`src/rtl/matrix_pkg.sv`:
```
`default_nettype none
// ============================================================================
// Module      : matrix_pkg
// Description : Shared geometry, default rotation period and the
//               commit-state type for the LED matrix frame buffer.
// Revision    : 1.0 - initial release
// ============================================================================
package matrix_pkg;

  // Geometry of the matrix the scanner drives
  localparam int MATRIX_ROWS = 8;
  localparam int MATRIX_COLS = 8;

  // 10 Hz rotation tick at a 27 MHz system clock
  localparam int DEFAULT_ROT_DIV = 2700000;

  // IDLE accepts writes; PENDING waits for the next frame boundary to swap
  typedef enum logic [0:0] {
    ST_IDLE    = 1'b0,
    ST_PENDING = 1'b1
  } fb_state_t;

endpackage
`default_nettype wire

```
`src/rtl/matrix_frame_buffer_if.sv`:
```
`default_nettype none
// ============================================================================
// Module      : matrix_frame_buffer_if
// Description : Row-write / commit / frame-sync bundle between a frame
//               producer and the matrix frame buffer.
// Revision    : 1.0 - initial release
// ============================================================================
interface matrix_frame_buffer_if;
  import matrix_pkg::*;

  logic                               wr_valid;
  logic                               wr_ready;
  logic [2:0]                         wr_row;
  logic [MATRIX_COLS-1:0]             wr_data;
  logic                               commit;
  logic                               frame_start;
  logic                               rot_en;
  logic                               busy;
  logic [MATRIX_ROWS*MATRIX_COLS-1:0] led_data;

  // Producer / scanner side
  modport master (
    output wr_valid, wr_row, wr_data, commit, frame_start, rot_en,
    input  wr_ready, busy, led_data
  );

  // Frame buffer side
  modport slave (
    input  wr_valid, wr_row, wr_data, commit, frame_start, rot_en,
    output wr_ready, busy, led_data
  );

endinterface
`default_nettype wire

```
`src/rtl/matrix_tick_gen.sv`:
```
`default_nettype none
// ============================================================================
// Module      : matrix_tick_gen
// Description : Free-running divider producing a one-cycle tick every
//               ROT_DIV cycles while enabled; parked at zero when disabled.
// Revision    : 1.0 - initial release
// ============================================================================
module matrix_tick_gen
  import matrix_pkg::*;
#(
  parameter int ROT_DIV = DEFAULT_ROT_DIV
) (
  input  wire  sys_clock,
  input  wire  sys_reset,
  input  wire  enable,
  output logic tick
);

  localparam int            CW     = (ROT_DIV > 1) ? $clog2(ROT_DIV) : 1;
  localparam logic [CW-1:0] C_LAST = CW'(ROT_DIV - 1);

  logic [CW-1:0] r_count;

  // Count 0..ROT_DIV-1 while enabled, wrap on the last value, hold at 0 otherwise
  always_ff @(posedge sys_clock or posedge sys_reset) begin
    if (sys_reset) begin
      r_count <= '0;
    end else if (!enable) begin
      r_count <= '0;
    end else if (r_count == C_LAST) begin
      r_count <= '0;
    end else begin
      r_count <= r_count + 1'b1;
    end
  end

  assign tick = enable && (r_count == C_LAST);

endmodule
`default_nettype wire

```
`src/rtl/matrix_frame_buffer.sv`:
```
`default_nettype none
// ============================================================================
// Module      : matrix_frame_buffer
// Description : Double-buffered 8x8 LED frame store. Rows are written into
//               the back bank; a commit publishes it to the front bank at the
//               next frame boundary so the scanner never shows a torn frame.
//               The front bank can optionally rotate left on a slow tick.
// Revision    : 1.0 - initial release
// ============================================================================
module matrix_frame_buffer
  import matrix_pkg::*;
#(
  parameter int ROT_DIV = DEFAULT_ROT_DIV,
  parameter int ROWS    = MATRIX_ROWS,
  parameter int COLS    = MATRIX_COLS
) (
  input  wire                   sys_clock,
  input  wire                   sys_reset,
  matrix_frame_buffer_if.slave  bus
);

  // The 3-bit row index and 8-bit row bus only make sense for an 8x8 matrix
  if (ROWS != MATRIX_ROWS || COLS != MATRIX_COLS) begin : g_bad_geometry
    $error("matrix_frame_buffer supports only an 8x8 matrix");
  end

  fb_state_t       r_state;
  fb_state_t       w_state_next;
  logic [COLS-1:0] r_back  [ROWS];
  logic [COLS-1:0] r_front [ROWS];
  logic            w_tick;
  logic            w_wr_fire;
  logic            w_swap;

  matrix_tick_gen #(
    .ROT_DIV (ROT_DIV)
  ) u_tick_gen (
    .sys_clock (sys_clock),
    .sys_reset (sys_reset),
    .enable    (bus.rot_en),
    .tick      (w_tick)
  );

  // Commit state register
  always_ff @(posedge sys_clock or posedge sys_reset) begin
    if (sys_reset) begin
      r_state <= ST_IDLE;
    end else begin
      r_state <= w_state_next;
    end
  end

  // Next state and handshake outputs; a frame_start seen in IDLE never swaps
  always_comb begin
    w_state_next = r_state;
    bus.wr_ready = 1'b0;
    bus.busy     = 1'b0;
    w_wr_fire    = 1'b0;
    w_swap       = 1'b0;
    case (r_state)
      ST_IDLE: begin
        bus.wr_ready = 1'b1;
        w_wr_fire    = bus.wr_valid;
        if (bus.commit) begin
          w_state_next = ST_PENDING;
        end
      end
      ST_PENDING: begin
        bus.busy = 1'b1;
        if (bus.frame_start) begin
          w_swap       = 1'b1;
          w_state_next = ST_IDLE;
        end
      end
      default: w_state_next = ST_IDLE;
    endcase
  end

  // Back bank takes accepted row writes; writes during PENDING are dropped
  always_ff @(posedge sys_clock or posedge sys_reset) begin
    if (sys_reset) begin
      for (int i = 0; i < ROWS; i++) begin
        r_back[i] <= '0;
      end
    end else if (w_wr_fire) begin
      r_back[bus.wr_row] <= bus.wr_data;
    end
  end

  // Front bank: swap has priority over a coincident rotation tick
  always_ff @(posedge sys_clock or posedge sys_reset) begin
    if (sys_reset) begin
      for (int i = 0; i < ROWS; i++) begin
        r_front[i] <= '0;
      end
    end else if (w_swap) begin
      for (int i = 0; i < ROWS; i++) begin
        r_front[i] <= r_back[i];
      end
    end else if (w_tick) begin
      for (int i = 0; i < ROWS; i++) begin
        r_front[i] <= {r_front[i][COLS-2:0], r_front[i][COLS-1]};
      end
    end
  end

  // Flatten the front bank for the scanner, row r on bits [8r+7:8r]
  always_comb begin
    bus.led_data = '0;
    for (int r = 0; r < ROWS; r++) begin
      bus.led_data[r*COLS +: COLS] = r_front[r];
    end
  end

endmodule
`default_nettype wire

```
`src/flat_wrapper.sv`:
```
// flat-port wrapper written by rule: the top's interface ports become plain ports
module matrix_frame_buffer_flat import matrix_pkg::*;
#(
  parameter int ROT_DIV = DEFAULT_ROT_DIV,
  parameter int ROWS    = MATRIX_ROWS,
  parameter int COLS    = MATRIX_COLS
)
  (sys_clock, sys_reset, bus_wr_valid, bus_wr_row, bus_wr_data, bus_commit, bus_frame_start, bus_rot_en, bus_wr_ready, bus_busy, bus_led_data);
  matrix_frame_buffer_if bus_i ();
  input  wire sys_clock;
  input  wire sys_reset;
  input wire logic [$bits(bus_i.wr_valid)-1:0] bus_wr_valid;
  input wire logic [$bits(bus_i.wr_row)-1:0] bus_wr_row;
  input wire logic [$bits(bus_i.wr_data)-1:0] bus_wr_data;
  input wire logic [$bits(bus_i.commit)-1:0] bus_commit;
  input wire logic [$bits(bus_i.frame_start)-1:0] bus_frame_start;
  input wire logic [$bits(bus_i.rot_en)-1:0] bus_rot_en;
  output wire logic [$bits(bus_i.wr_ready)-1:0] bus_wr_ready;
  output wire logic [$bits(bus_i.busy)-1:0] bus_busy;
  output wire logic [$bits(bus_i.led_data)-1:0] bus_led_data;
  assign bus_i.wr_valid = bus_wr_valid;
  assign bus_i.wr_row = bus_wr_row;
  assign bus_i.wr_data = bus_wr_data;
  assign bus_i.commit = bus_commit;
  assign bus_i.frame_start = bus_frame_start;
  assign bus_i.rot_en = bus_rot_en;
  assign bus_wr_ready = bus_i.wr_ready;
  assign bus_busy = bus_i.busy;
  assign bus_led_data = bus_i.led_data;
  matrix_frame_buffer #(.ROT_DIV(ROT_DIV), .ROWS(ROWS), .COLS(COLS)) u_core (.sys_clock(sys_clock), .sys_reset(sys_reset), .bus(bus_i));
endmodule
```
`config.mk`:
```
export PLATFORM = sky130hd
export DESIGN_NAME = matrix_frame_buffer_flat
export DESIGN_NICKNAME = d
export VERILOG_FILES = /design/src/rtl/matrix_pkg.sv /design/src/rtl/matrix_frame_buffer_if.sv /design/src/rtl/matrix_tick_gen.sv /design/src/rtl/matrix_frame_buffer.sv /design/src/flat_wrapper.sv
export SDC_FILE = /design/constraint.sdc
export NUM_CORES = 1
export LEC_CHECK = 0
export CORE_UTILIZATION = 55
export CTS_CLUSTER_DIAMETER = 120
export DETAILED_ROUTE_END_ITERATION = 12
export PLACE_DENSITY = 0.79
export SLEW_MARGIN = 10
export SYNTH_ARGS = -nofsm -noshare
export SYNTH_HDL_FRONTEND = slang
export SYNTH_SLANG_ARGS = --single-unit
```
`constraint.sdc`:
```
create_clock -name sys_clock -period 6.5 [get_ports sys_clock]
set_clock_uncertainty 0.1 [all_clocks]
set_input_delay 0.975 -clock sys_clock [delete_from_list [all_inputs] [get_ports sys_clock]]
set_output_delay 0.975 -clock sys_clock [all_outputs]
set_load 0.01 [all_outputs]
```
Yosys cells after proc, flatten, opt, wreduce, memory -nomap -nowiden
Cells that the tools add are included.
{ "totals": {"register_bits": 151, "in_bits": 17} }
{ "classes": {"n_lt_le_gt_ge": 2, "n_reduce_logical": 3, "n_bitwise": 2, "addsub": 1, "muxes": 15, "eq_ne": 1} }
{ "op_table": {"columns": ["op", "count"], "rows": [
  ["two-way mux 64 bit", 2],
  ["bitwise mux 64 bit", 1],
  ["two-way mux 22 bit", 2],
  ["demux 8 bit (select 3 bit)", 1],
  ["adder 22 x 1 -> 22 bit, second input constant", 1],
  ["== test 22 bit, second input constant", 1],
  ["two-way mux 8 bit", 1],
  ["two-way mux 1 bit", 7],
  ["greater-or-equal comparator 4 bit, second input constant", 1],
  ["less-than comparator 4 x 1 -> 1 bit, second input constant", 1],
  ["inverter 3 -> 4 bit", 1],
  ["logical AND 1 bit", 2],
  ["one-hot mux 1 bit (2 select lines)", 1],
  ["nonzero test 2 bit", 1],
  ["inverter 1 bit", 1]
]} }

Depth between registers and ports, before layout
Gate-level depths: netlist (run 1).
{ "logic_depth": {"depth_word": 6, "ltp_mapped": 8, "depth_no_buf": 5} }

Cells and area by module
From an unflattened synthesis (run 1), not the netlist that was laid out.
{ "hier_totals": {"cells_unflattened": 548, "hier_area_um2": 6556.3} }
{ "modules_own_cells": {"columns": ["mod", "seq_area_each_um2", "area_each_um2", "instances", "cells_per_inst"], "rows": [
  ["matrix_frame_buffer", 3228.1, 5411.4, 1, 425],
  ["matrix_tick_gen", 550.5, 1144.8, 1, 123]
]} }

Worst setup path after synthesis (run 1)
OpenSTA, ideal clock, no wires.
{ "synth_timing": {"path_kind": "input port to flip-flop", "startpoint": "input bus_rot_en", "endpoint": "register u_core.r_front (netlist bit u_core.bus.led_data[0])", "required_time_ps": 6274, "setup_ps": 126, "arrival_ps": 1885, "stages": 6, "slack_ps": 4389, "n_path_buf": 2, "path_cell_list": "nor2b_1 buf_2 nand3_1 clkbuf_1 o21ai_0 a21oi_1"} }
{ "synth_via": {"elab_chain_len": 2} }
{ "synth_lines": {"columns": ["item", "line_no", "text"], "rows": [
  ["from (decl)", "flat_wrapper.sv:17", "input wire logic [$bits(bus_i.rot_en)-1:0] bus_rot_en;"],
  ["logical AND 1 bit", "matrix_tick_gen.sv:37", "assign tick = enable && (r_count == C_LAST);"],
  ["nonzero test 2 bit (no source line)", null, null],
  ["to (signal, indexed assignment)", "matrix_frame_buffer.sv:98", "r_front[i] <= r_back[i];"],
  ["to (signal, indexed assignment)", "matrix_frame_buffer.sv:102", "r_front[i] <= {r_front[i][COLS-2:0], r_front[i][COLS-1]};"],
  ["to (decl)", "matrix_frame_buffer.sv:30", "logic [COLS-1:0] r_front [ROWS];"]
]} }
Every way passes these cells.
A chain may end at the register's enable or synchronous reset.

Final worst setup path (run 1)
{ "layout_timing": {"startpoint": "input bus_rot_en", "endpoint": "register u_core.r_front (netlist bit u_core.bus.led_data[45])"} }
The elaborated chain is that of the path after synthesis.

==> results.yml, run 1 <==
timing:
  fin_setup_tns_ns: 0
  worstMarginPinSlew_ns: 1.25
  slew_viol_final: 0
  timing.fmax_ghz: 0.329
  timing.hold.ws_ns: 0.351
  setup_viol: 0
  period_share_pct: 46.8
  rsz0062_at_grt: "false"
  hold_viol: 0
  slew_headroom_pct: 16.4
  fin_ws_ns: 3.46
  finalWorstPathRequiredPeriod_ns: 3.04
final_layout:
  n_fill_cell: 904
  final_cell_mix: "151 x dfrtp_1, 82 x clkdlybuf4s50_1, 81 x nor2_1"
  area_growth_pct: 20.7
  diodes: 0
  multi_input_area_sq_um: 2890
  finish.utilization_pct: 68.9
  nets: 722
  final_layout_size_suffix_gt1_share_pct: 16.0
  layout_commonest_cell: "dfrtp_1"
  seq_area_sq_um: 3780
setup_path:
  critPathKind: "primary input to register"
  rrSetupSlack_ns: 3.90
  slowest_delay_ns: 0.72
  regToRegEndpoint: "u_core.bus.led_data[45]"
  r2r-start: "u_core.u_tick_gen.r_count[0]"
  endpoint: "u_core.bus.led_data[45]"
  crit_path_max_fanout: 35
  crit_slowest_cell: "clkdlybuf4s50_1"
  startpoint: "bus_rot_en"
  arrival_ns: 3.23
  end_kind: "register"
  crit_path_cell_trace: "clkdlybuf4s50_1 > nor2b_4 > nand3_2 > buf_4 > o21ai_0 > a21oi_1"
  required_ns: 6.69
  worst_r2r_path_depth: 6
  cp-start-kind: "primary input"
pwr:
  ir_drop_mv: 0.259
  power_density_nw_per_um2: 366
  leakage_nw: 3.41
  p_total_mw: 3.07
grt:
  antenna_found_initial: 0
  grt-ovfl-total: 0
  grt_pass1_vias: 5377
  grt_pass1_wl_mm: 28.8
  grt_max_degree: 99
  grt_usage_pct: 28.8
clocking:
  clk_pin_slew_worst_paths_ns: 0.06
  cts_max_path_buffers: 2
  cts-root-buf: "clkbuf_16"
  post_cts_resized: 0
  clkSinkCount: 151
  post_cts_buffers: 0
  insertion_delay_ns: 0.42
  cts_tree: "yes"
  cts_buffers: 17
  postCtsHoldBufs: 0
  h-tree-depth: 4
route:
  met3_length_mm: 1.12
  firstDrtPassIters: 5
  first_iter_violations: 646
  wl_met1_mm: 7.71
  met2WireLength_mm: 8.37
  vias: 5624
  ant_nets: 0
  wl_per_cell_um: 19.8
  dr.max_layer_used: "met4"
  drc: 0
  post_drt_via_cell_ratio: 6.35
  drt-total-wl_mm: 17.5
synth:
  yosysWarningCount: 0
  synthCells: 651
  synthArstFlopShare_pct: 100
  ys.flop_type: "dfrtp_1"
  yosysSeqAreaShare_pct: 54.4
  syn_area_per_cell_sq_um: 10.7
  ys_seq_elements: 151
  syn_nets: 669
  synth_cell_types: 34
  synth_area_sq_um: 6940
  synth_edf_count: 0
die:
  core-area_sq_um: 12200
  initial_core_util_pct: 57.1
  rows: 40
  ios: 83
  die-area_sq_um: 13100
  die_h_um: 114
  die_x_um: 114
min_path:
  min_path_type: "register to register"
run_status:
  status: "finished clean"
placed_design:
  portBuffers: 82
  dp_hpwl_mm: 10.3
  place.gp.congestion: 0.853
  pre_cts_ws_ns: 3.12
job:
  maxCapViolCount: 0
-- worst max-delay path: cells and delay by family --
kind | cells | cell delay (ns)
AO/OA/AOI/OAI | 2 | 0.36
buffers and inverters | 2 | 1.18
AND/OR/NAND/NOR | 2 | 0.69
-- cell families (layout without fill, tap and decap cells) --
kind of cell | Yosys count | count (layout) | share of synthesized area [%]
mux | 64 | 64 | 10.4
xor+xnor | 13 | 13 | 1.64
flops | 151 | 151 | 54.4
buf+inv | 61 | 127 | 4.16
compound gates | 206 | 206 | 17.9
simple gates | 155 | 155 | 11.3
fa+ha+maj | 1 | 1 | 0.180
-- power by group --
group / internal [mW] / switching, mW
clock: 0.613 / 0.387
sequential: 1.18 / 0.180
combinational: 0.400 / 0.304
total: 2.20 / 0.871
-- cells in the mapped netlist (3+ instances only) --
master,number,area share [%]
o21ai_0,71,5.1
a31oi_1,12,1.1
xnor2_1,4,0.50
nand2_1,12,0.65
buf_2,6,0.43
mux2_2,64,10
or3_1,6,0.54
buf_4,14,1.5
nand4_1,9,0.81
clkbuf_1,34,1.8
and3_1,13,1.2
inv_1,6,0.32
nor3_2,3,0.43
and2_1,6,0.54
nor2_1,81,4.4
dfrtp_1,151,54
nand3_1,10,0.72
a21oi_1,69,5.0
a41oi_1,52,6.6
and4_1,6,0.76
xor2_1,9,1.1
-- how the worst min path moves through the flow --
stage                                       startpoint                           end  slack, ns  cells after the start
after floorplan           u_core.u_tick_gen.r_count[0]  u_core.u_tick_gen.r_count[0]       0.32                      1
after global placement    u_core.u_tick_gen.r_count[0]  u_core.u_tick_gen.r_count[0]       0.34                      1
after detailed placement  u_core.u_tick_gen.r_count[0]  u_core.u_tick_gen.r_count[0]       0.34                      1
after CTS                 u_core.u_tick_gen.r_count[0]  u_core.u_tick_gen.r_count[0]       0.35                      1
after global routing      u_core.u_tick_gen.r_count[0]  u_core.u_tick_gen.r_count[0]       0.40                      1
final                     u_core.u_tick_gen.r_count[0]  u_core.u_tick_gen.r_count[0]       0.35                      1
-- per-layer routing --
metal  vias up  track usage [%]
met1      2847             42.0
met3        28             5.66
met2       246             44.0
met4         0             8.14
met5         -                0
li1       2503                -
-- sequential cells by signal, indices dropped and copies added, names as in the netlist --
| signal | count |
|---|---|
| u_core.r_state | 1 |
| u_core.u_tick_gen.r_count | 22 |
| u_core.bus.led_data | 64 |
| u_core.r_back | 64 |
-- final cells by class --
| type | count | share of cell area, % |
|---|---|---|
| clock inverters | 12 | 1.81 |
| inverters | 6 | 0.328 |
| repair buffers | 89 | 10.4 |
| well taps | 168 | 2.51 |
| flip-flops and latches | 151 | 45.1 |
| clock buffers | 20 | 5.33 |
| multi-input cells | 439 | 34.5 |
-- through the flow --
stage,instances,area [sq um]
after floorplan,651,6940
after global placement,853,7780
after detailed placement,853,7780
after CTS,885,8380
after global routing,885,8380
final,885,8380
Note: power is estimated with default switching activity, not from simulation.
==> run 2, diff against run 1 <==
- CORE_UTILIZATION: 55 -> 50
- PLACE_DENSITY: 0.79 -> 0.76
- clock period: 6.5 -> 2.6 ns (I/O delays scaled with it)
==> run 2 against run 1 <==
Compared with the run above: global-route usage fell by 1.8 points; register-to-register slack worse by 3.6 ns; cell count grew 1.7%; first-iteration DRC count down 10%; core utilization fell by 5.3 points; via count grew 2.4%; non-clock buffer count up 9; wire length is 5.1% higher; combinational power rose to 2.5 times the previous value; critical path type is now register to register; largest power group unchanged; highest routed layer unchanged.
==> results.yml, run 2 (synthesis results as in run 1) <==
timing:
  period_share_pct: 86.7
  finalWorstPathRequiredPeriod_ns: 2.25
  slew_headroom_pct: 56.8
  rsz0062_at_grt: "false"
  hold_viol: 0
  fin_setup_tns_ns: 0
  setup_viol: 0
  slew_viol_final: 0
  timing.fmax_ghz: 0.444
  worstMarginPinSlew_ns: 0.647
route:
  drt-total-wl_mm: 18.4
  drc: 0
  ant_nets: 0
  wl_per_cell_um: 20.4
  wl_met1_mm: 7.79
  dr.max_layer_used: "met4"
  met2WireLength_mm: 8.90
  met3_length_mm: 1.44
  first_iter_violations: 581
  vias: 5759
  firstDrtPassIters: 5
  post_drt_via_cell_ratio: 6.40
job:
  maxCapViolCount: 0
die:
  ios: 83
  die-area_sq_um: 14400
  initial_core_util_pct: 51.8
  die_h_um: 120
  die_x_um: 120
  core-area_sq_um: 13400
  rows: 42
setup_path:
  crit_family: "simple AND/OR/NAND/NOR gates"
  arrival_ns: 2.49
  crit_path_cell_trace: "ha_1 > and4_1 > and2_2 > buf_12 > a41oi_1 > a21oi_1"
  required_ns: 2.84
  cp-start-kind: "register"
  crit_slowest_cell: "and2_2"
  startpoint: "u_core.u_tick_gen.r_count[0]"
  slowest_delay_ns: 0.46
  critPathKind: "register to register"
  r2r-start: "u_core.u_tick_gen.r_count[0]"
  crit_path_max_fanout: 24
  end_kind: "register"
  path_buf_inv: 1
clocking:
  clkSinkCount: 151
  cts_max_path_buffers: 2
  h-tree-depth: 4
  cts_buffers: 17
  insertion_delay_ns: 0.42
  cts-root-buf: "clkbuf_16"
  postCtsHoldBufs: 0
  cts_tree: "yes"
  post_cts_resized: 0
  post_cts_buffers: 0
  clk_pin_slew_worst_paths_ns: 0.06
final_layout:
  final_cell_mix: "151 x dfrtp_1, 82 x clkdlybuf4s50_1, 81 x nor2_1"
  final_layout_size_suffix_gt1_share_pct: 17.1
  nets: 731
  layout_commonest_cell: "dfrtp_1"
  area_growth_pct: 22.9
  finish.utilization_pct: 63.7
  diodes: 0
placed_design:
  portBuffers: 82
  place.gp.congestion: 0.810
  dp_hpwl_mm: 11.1
pwr:
  p_total_mw: 7.67
  leakage_nw: 3.47
  power_density_nw_per_um2: 900
  ir_drop_mv: 0.488
grt:
  grt_usage_pct: 26.9
  grt_pass1_wl_mm: 29.9
  grt_pass1_vias: 5743
  antenna_found_initial: 0
  grt_max_degree: 108
  grt-ovfl-total: 0
min_path:
  min_path_type: "register to register"
  hp-start: "u_core.u_tick_gen.r_count[0]"
run_status:
  status: "finished clean"
-- run 2: worst register-to-register path, stage by stage (launching register included) --
cell and delay [ns]:
dfrtp_1 0.36, ha_1 0.27, and4_1 0.39, and2_2 0.46, buf_12 0.22, a41oi_1 0.18
a21oi_1 0.20
-- run 2: cell type report --
cell class | instances | area (sq um)
timing repair buffer | 98 | 1030
fill | 1048 | 4870
inverter | 6 | 26.3
tap | 176 | 220
multi-input combinational | 439 | 2890
clock inverter | 13 | 159
sequential | 151 | 3780
clock buffer | 17 | 425
-- run 2: worst paths after layout --
path                                                      to  slack (ns)  depth (start not counted)
worst max-delay path                 u_core.bus.led_data[15]        0.35                          6
worst min-delay path            u_core.u_tick_gen.r_count[0]        0.35                          1
worst max register to register       u_core.bus.led_data[15]        0.35                          6
worst min register to register  u_core.u_tick_gen.r_count[0]        0.35                          1
max in group asynchronous            u_core.bus.led_data[59]        1.54                          3
min in group asynchronous                  u_core.r_back[60]        0.39                          3
-- run 2: per-stage QoR --
step                      instances  setup WS [ns]  instance area [sq um]  hold slack (ns)
after global routing            900          0.219                   8530            0.382
after detailed placement        870          0.376                   7950            0.345
final                           900          0.346                   8530            0.346
after CTS                       900          0.357                   8530            0.353
after floorplan                 651          0.207                   6950            0.324
after global placement          870          0.435                   7950            0.335
-- run 2: power breakdown --
group / leakage [nW] / switching, mW / internal (mW)
sequential: 1.84 / 0.467 / 2.96
combinational: 1.36 / 0.777 / 1.01
clock: 0.280 / 0.963 / 1.49
-- run 2: per-layer routing --
metal | track usage [%] | vias to the layer above
li1 | - | 2527
met1 | 36.1 | 2902
met2 | 42.5 | 304
met3 | 7.22 | 26
met4 | 8.98 | 0
met5 | 0 | -
